==> config.mk <==
export PLATFORM = sky130hd
export DESIGN_NAME = uart_tx_byte_queue
export DESIGN_NICKNAME = d
export VERILOG_FILES = /design/src/rtl/uart_tx_byte_queue.sv
export SDC_FILE = /design/constraint.sdc
export NUM_CORES = 1
export LEC_CHECK = 0
export CAP_MARGIN = 15
export CORE_UTILIZATION = 65
export DETAILED_ROUTE_END_ITERATION = 6
export DONT_BUFFER_PORTS = 1
export PLACE_DENSITY = 0.84
export SLEW_MARGIN = 40
export SYNTH_ARGS = -nofsm -noshare
export SYNTH_HDL_FRONTEND = slang
export SYNTH_SLANG_ARGS = --single-unit
==> constraint.sdc <==
create_clock -name clk -period 6.9 [get_ports clk]
set_input_delay 1.38 -clock clk [delete_from_list [all_inputs] [get_ports clk]]
set_output_delay 1.38 -clock clk [all_outputs]
set_load 0.02 [all_outputs]
==> src/rtl/uart_tx_byte_queue.sv <==
// uart_tx_byte_queue: byte queue feeding the dynamic-baud UART transmitter.
// Host bytes are buffered and launched one at a time over the
// tx_start/tx_data/tx_busy handshake. If the transmitter never acknowledges
// a launch, the byte is dropped and tx_err pulses.
// Optional build macro: UART_TXQ_OVF_FLAG_EN adds ovf_clr/ovf, a sticky flag
// for writes dropped while the queue is full.
//
// state     | meaning
// ----------+---------------------------------------------------------------
// IDLE      | waiting for a queued byte and an idle transmitter
// LAUNCH    | tx_start high for this single cycle, ack timer being loaded
// WAIT_BUSY | waiting for tx_busy to rise; ack timer counting down
// WAIT_DONE | transmitter busy with the byte; waiting for tx_busy to fall
`timescale 1ns/1ps

module uart_tx_byte_queue #(
    parameter int DEPTH       = 16,
    parameter int ADDR_W      = 4,
    parameter int ACK_TIMEOUT = 8
) (
    input  logic              clk,
    input  logic              rst_n,
    input  logic              wr_en,
    input  logic [7:0]        wr_data,
    output logic              full,
    output logic              empty,
    output logic [ADDR_W:0]   count,
    output logic              tx_start,
    output logic [7:0]        tx_data,
    input  logic              tx_busy,
    output logic              tx_err
`ifdef UART_TXQ_OVF_FLAG_EN
    ,
    input  logic              ovf_clr,
    output logic              ovf
`endif
);

    localparam int TMR_W = (ACK_TIMEOUT > 2) ? $clog2(ACK_TIMEOUT) : 1;
    // The ack timer counts down from ACK_TIMEOUT-1; expiry is the cycle it
    // is already at zero, so WAIT_BUSY lasts exactly ACK_TIMEOUT cycles.
    localparam logic [TMR_W-1:0]  TMR_LAST = TMR_W'(ACK_TIMEOUT - 1);
    localparam logic [ADDR_W:0]   CNT_FULL = (ADDR_W + 1)'(DEPTH);

    typedef enum logic [1:0] {
        IDLE      = 2'd0,
        LAUNCH    = 2'd1,
        WAIT_BUSY = 2'd2,
        WAIT_DONE = 2'd3
    } state_t;

    state_t             state_q;
    state_t             state_d;
    logic [TMR_W-1:0]   tmr_q;
    logic [TMR_W-1:0]   tmr_d;
    logic               tx_start_q;
    logic               tx_start_d;
    logic               tx_err_q;
    logic               tx_err_d;
    logic               pop;
    logic               push;

    logic [7:0]         mem [DEPTH];
    logic [ADDR_W-1:0]  wr_ptr;
    logic [ADDR_W-1:0]  rd_ptr;
    logic [ADDR_W:0]    count_q;
    logic [7:0]         tx_data_q;

    // Status flags come straight from the registered count, so wr_en has no
    // combinational path to full/empty/count.
    assign full     = (count_q == CNT_FULL);
    assign empty    = (count_q == '0);
    assign count    = count_q;
    assign tx_start = tx_start_q;
    assign tx_data  = tx_data_q;
    assign tx_err   = tx_err_q;

    // A write while full is dropped even if a pop frees a slot on that edge.
    assign push = wr_en && !full;

    // Next-state and next-output logic for the launch/acknowledge sequence.
    always_comb begin
        state_d    = state_q;
        tmr_d      = tmr_q;
        tx_start_d = 1'b0;
        tx_err_d   = 1'b0;
        pop        = 1'b0;
        case (state_q)
            IDLE: begin
                if (!empty && !tx_busy) begin
                    pop        = 1'b1;
                    tx_start_d = 1'b1;
                    state_d    = LAUNCH;
                end
            end
            LAUNCH: begin
                tmr_d   = TMR_LAST;
                state_d = WAIT_BUSY;
            end
            WAIT_BUSY: begin
                if (tx_busy) begin
                    state_d = WAIT_DONE;
                end else if (tmr_q == '0) begin
                    // No acknowledge: the byte is lost, not retried.
                    tx_err_d = 1'b1;
                    state_d  = IDLE;
                end else begin
                    tmr_d = tmr_q - TMR_W'(1);
                end
            end
            WAIT_DONE: begin
                if (!tx_busy) begin
                    state_d = IDLE;
                end
            end
            default: begin
                state_d = IDLE;
            end
        endcase
    end

    // FSM state, ack timer and registered handshake outputs.
    always_ff @(posedge clk or negedge rst_n) begin
        if (!rst_n) begin
            state_q    <= IDLE;
            tmr_q      <= '0;
            tx_start_q <= 1'b0;
            tx_err_q   <= 1'b0;
        end else begin
            state_q    <= state_d;
            tmr_q      <= tmr_d;
            tx_start_q <= tx_start_d;
            tx_err_q   <= tx_err_d;
        end
    end

    // Queue pointers, occupancy and the launched byte held for the transmitter.
    always_ff @(posedge clk or negedge rst_n) begin
        if (!rst_n) begin
            wr_ptr    <= '0;
            rd_ptr    <= '0;
            count_q   <= '0;
            tx_data_q <= 8'h00;
        end else begin
            if (push) begin
                wr_ptr <= wr_ptr + ADDR_W'(1);
            end
            if (pop) begin
                rd_ptr    <= rd_ptr + ADDR_W'(1);
                tx_data_q <= mem[rd_ptr];
            end
            case ({push, pop})
                2'b10:   count_q <= count_q + (ADDR_W + 1)'(1);
                2'b01:   count_q <= count_q - (ADDR_W + 1)'(1);
                default: count_q <= count_q;
            endcase
        end
    end

    // Byte storage; contents need no reset since the pointers gate every read.
    always_ff @(posedge clk) begin
        if (push) begin
            mem[wr_ptr] <= wr_data;
        end
    end

`ifdef UART_TXQ_OVF_FLAG_EN
    // Sticky overflow flag; a new drop takes priority over a clear.
    always_ff @(posedge clk or negedge rst_n) begin
        if (!rst_n) begin
            ovf <= 1'b0;
        end else if (wr_en && full) begin
            ovf <= 1'b1;
        end else if (ovf_clr) begin
            ovf <= 1'b0;
        end
    end
`endif

endmodule

# After elaboration in Yosys (flattened, before gate mapping)
# Memories as Yosys holds them, arrays and structs flattened. A register that Yosys moved wholly into a read port is not among the register bits.
# Index checks and enable logic that the tools add are counted.
# totals
reg_bits,20
ram_bits,128
inputBits,12
out_inout_bits,17
elab_cells,53
memories,1
# mem_list
memory,words,width,read_ports,rd_clocked_by_memory_dff,write_ports,line_no,rtl
mem,16,8,1,1,1,63,logic [7:0] mem [DEPTH];
# op_classes
addsub,5
eq_ne,11
mux,16
n_reduce_logical,13
# op_table
cell,n
5-bit case mux with 2 select lines,1
4-bit by 1-bit adder with 4-bit output (second input constant),2
2-bit 2-to-1 mux,4
2-bit != test (second input constant),4
2-bit case mux with 4 select lines,1
1-bit 2-to-1 mux,7
2-bit == test (second input constant),3
3-bit 2-to-1 mux,2
3-bit case mux with 2 select lines,1
3-bit AND reduction,2
5-bit by 1-bit adder with 5-bit output (second input constant),1
5-bit == test (second input constant),1
5-bit logical NOT,1
5-bit by 1-bit subtractor with 5-bit output (second input constant),1
2-bit by 1-bit == test with 1-bit output (second input constant),2
1-bit logical NOT,4
2-bit nonzero test,2
3-bit logical NOT,1
3-bit != test (second input constant),1
3-bit by 1-bit subtractor with 3-bit output (second input constant),1
1-bit logical AND,2
2-bit logical NOT,1

# Longest topological paths before layout
# logic_depth
depth_word,7
mapped_depth,10
depth_no_buf,9

# Worst setup path before layout
# Ideal clock, no wire load.
# synth_timing
kind,input to register
from,input port wr_en
to,"register count_q[4], in the netlist count[4]"
setup_ns,0.081
arrival_time_ns,3.229
required_time_ns,6.819
path_slack_ns,3.590
stages,8
n_path_buf,0
cell_sequence,a21boi_1 > inv_1 > ha_1 > fa_1 > a21o_1 > a21oi_1 > mux2i_1 > xnor2_1
# synth_between
elab_chain_len,3
# synth_lines
element,line_no,rtl
"start, declared",23,"input logic wr_en,"
1-bit logical AND *,79,assign push = wr_en && !full;
2-bit by 1-bit == test with 1-bit output / 2-bit == test (equally long branches),152,"case ({push, pop})"
5-bit case mux with 2 select lines / 2-bit nonzero test (equally long branches),-,
"end signal, assigned",153,2'b10: count_q <= count_q + (ADDR_W + 1)'(1);
"end signal, assigned",154,2'b01: count_q <= count_q - (ADDR_W + 1)'(1);
"end signal, assigned",155,default: count_q <= count_q;
"end, declared",66,logic [ADDR_W:0] count_q;
# Every way passes the cells marked *; elsewhere a longest branch is shown, timed or not.
# A chain may end at the register's enable or synchronous reset.

# Worst setup path in the final report
# layout_timing
from,"register count_q[1], in the netlist count[1]"
to,"register count_q[4], in the netlist count[4]"
# layout_between
elab_chain_len,7
# layout_lines
element,line_no,rtl
5-bit logical NOT *,72,assign empty = (count_q == '0);
1-bit logical NOT *,90,if (!empty && !tx_busy) begin
1-bit logical AND *,90,
1-bit 2-to-1 mux *,90,
1-bit 2-to-1 mux *,88,case (state_q)
via pop,60,logic pop;
2-bit by 1-bit == test with 1-bit output / 2-bit == test (equally long branches),152,
5-bit case mux with 2 select lines / 2-bit nonzero test (equally long branches),-,
# The timed path passes the listed nets; every way through them passes the cells marked *.

==> flow_summary.toml <==
[setup_path]
cp-start-kind = "register"
timing.rr.start = "count[1]"
r2r_cells = 9
crit_required_ns = 7.35
regToRegEndpoint = "count[4]"
criticalPathCategory = "reg2reg"
cp.arrival_ns = 4.01
critPathMaxFanout = 20
ff2ff_setup_slack_ns = 3.34
end_kind = "register"

[placement]
routabilityCongestion = 0.787
hpwl_um = 7050
io_buffers = 0
dp_cells = 461
place_ws_ns = 3.32

[min_path]
holdPathEnd = "tmr_q[0]"
hold_depth = 1
hp-start = "tmr_q[0]"
min_path_type = "reg2reg"

[synth]
yosysWarnings = 0
synth_cell_types = 38
syn_nets = 371
ys_seq_elements = 156
synth_area_um2 = 6410
postSynthCellCount = 347
syn_avg_cell_area_um2 = 18.5
ys_seq_area_frac = 0.709

[die]
die_w_um = 101
start_util = 0.684
core_area_um2 = 9370
row_count = 35
design.die.area_um2 = 10300
die_h_um = 101
ioPinCount = 29

[global_routing]
antenna_found_initial = 0
grt_overflow = 0
grt_pass1_vias = 3109
grt_first_pass_wirelength_um = 18100
grt_usage = 0.260
grt_start_max_net_pins = 36

[routing]
drtIter0Drc = 269
finalWirelength_um = 11900
routedWlPerCell_um = 24.1
via_per_inst = 6.19
vias = 3054
drt_first_pass_iters = 4
drc = 0
antenna_left = 0

[cts]
clock_sinks = 156
cts_made_buffers = 17
clk_pin_slew_worst_paths_ns = 0.06
cts_resized = 0
htree_num_levels = 4
cts_max_path_buffers = 2
cts_root_buffer = "clkbuf_8"
cts_tree = "yes"
post_cts_buffers = 0
clock_latency_ns = 0.52
hold_buffers = 0

[timing]
worst_pin_slew_ns = 0.827
tns_ns = 0
drv_slew = 0
hold_viol_final = 0
slew-limit-headroom = 0.446
finClkSkew_ns = 0.00786
worst_slack_ns = 3.34
min_period_ns = 3.56
holdWs_ns = 0.495
max_freq_mhz = 281
period_share = 0.516
rsz0062_at_grt = "no"
setup_viol = 0

[finish]
fin_cells = 493
antennaDiodeCount = 0
final_layout_size_suffix_gt1_frac = 0.214
area_growth_pct = 10.1
fin_nets = 375

[power]
p_switching_uw = 918
p_seq_frac = 0.452
pwr-share-clk = 0.295
irDropWorstVdd_mv = 0.239
share_comb_of_total_power = 0.253
switching_share = 0.315
power.density_nw_per_um2 = 414
p_leak_nw = 2.47
p_int_mw = 2.00

[outcome]
status = "finished, final reports clean"

[flow_run]
max-cap-violations = 0
==> power by group through the flow <==
stage | clock, mW | sequential (mW) | combinational (mW)
after floorplan | 0 | 1.28 | 0.629
after global placement | 0 | 1.32 | 0.694
after detailed placement | 0 | 1.34 | 0.725
after CTS | 0.865 | 1.32 | 0.746
after global routing | 0.905 | 1.33 | 0.797
final | 0.861 | 1.32 | 0.738
==> placed cells by master (no fill, tap or decap), types with 2 or more instances in the layout <==
cell type	instances
nand2_1	21
nand2b_1	4
nor2_2	10
clkinv_4	2
clkinv_1	2
mux4_2	22
nor2b_1	4
buf_4	3
ha_1	11
a21oi_1	5
a21o_1	3
mux2_2	8
xnor2_1	9
edfxtp_1	128
clkbuf_16	16
o21ai_0	10
nor2_1	9
dfrtp_1	27
nor3_2	4
a22o_1	2
inv_6	6
nand4_1	2
mux4_1	10
mux2i_1	16
nor4_1	3
inv_1	8
==> state kept, by name (all words and copies together), names as in the netlist <==
name      cells
count         5
mem         128
rd_ptr        4
state_q       2
tmr_q         3
tx_data       8
tx_err        1
tx_start      1
wr_ptr        4
==> worst max path at each step <==
| stage | start | endpoint | depth (start not counted) |
|---|---|---|---|
| after floorplan | wr_en | count[4] | 8 |
| after global placement | tx_busy | count[4] | 9 |
| after detailed placement | wr_en | count[4] | 8 |
| after CTS | count[1] | count[4] | 9 |
| after global routing | count[0] | count[4] | 9 |
| final | count[1] | count[4] | 9 |
==> cell type report <==
cell class                      count  area [µm²]
Tap cell                          129         161
Multi-Input combinational cell    165        1750
Fill cell                         535        2320
Sequential cell                   156        4550
Inverter                            8        30.0
Timing Repair Buffer                3        22.5
Clock inverter                     14         131
Clock buffer                       18         418
==> logic make-up after synthesis <==
group,after synthesis,synth area share
AO/OA/AOI/OAI,26,0.0256
XOR/XNOR,10,0.0137
adder cells (fa/ha/maj),12,0.0246
buffers and inverters,26,0.0256
flip-flops,156,0.709
multiplexers,56,0.157
AND/OR/NAND/NOR,61,0.0438
==> worst max-delay path: stages, from the launching register on <==
cell and delay, ns:
dfrtp_1 0.51, or4_1 0.64, o21ai_2 0.57, inv_1 0.23, ha_1 0.36, fa_1 0.45
a21o_1 0.19, a21oi_1 0.18, mux2i_1 0.23, xnor2_1 0.13
==> cell usage after synthesis <==
master	count	area [µm²]
edfxtp_1	128	3840
dfrtp_1	28	701
mux4_2	22	495
nand2_1	21	78.8
nor2_1	19	71.3
mux2i_1	16	160
ha_1	11	138
mux4_1	10	263
o21ai_0	10	50.1
xnor2_1	9	78.8
inv_1	8	30.0
mux2_2	8	90.1
a21oi_1	5	25.0
nor3_1	5	25.0
buf_4	4	30.0
buf_6	4	45.0
nand2b_1	4	25.0
nor2b_1	4	25.0
a21o_1	3	22.5
buf_2	3	15.0
clkbuf_1	3	11.3
nor4_1	3	18.8
a22o_1	2	17.5
buf_1	2	7.51
nand4_1	2	12.5
a211o_1	1	8.76
a21boi_1	1	7.51
a221o_1	1	10.0
a2bb2oi_1	1	8.76
buf_12	1	20.0
clkbuf_2	1	5.00
fa_1	1	20.0
nand3b_1	1	7.51
nor4b_1	1	8.76
o21ai_1	1	5.00
o22a_1	1	8.76
or4_1	1	7.51
xor2_1	1	8.76
==> per-layer routing <==
| metal | GRT usage | vias to the layer above | wire length [µm] |
|---|---|---|---|
| li1 | - | 1366 | - |
| met1 | 0.353 | 1527 | 4820 |
| met2 | 0.411 | 146 | 5930 |
| met3 | 0.0600 | 15 | 901 |
| met4 | 0.117 | 0 | 233 |
| met5 | 0 | - | 0 |
==> through the flow <==
step / cell area [µm²] / util / power, mW
floorplan: 6410 / - / 1.91
global placement: 6460 / 0.689 / 2.02
detailed placement: 6500 / 0.693 / 2.06
CTS: 7050 / 0.752 / 2.93
global route: 7060 / 0.753 / 3.04
finish: 7060 / 0.753 / 2.92
(Power assumes the default switching activity.)
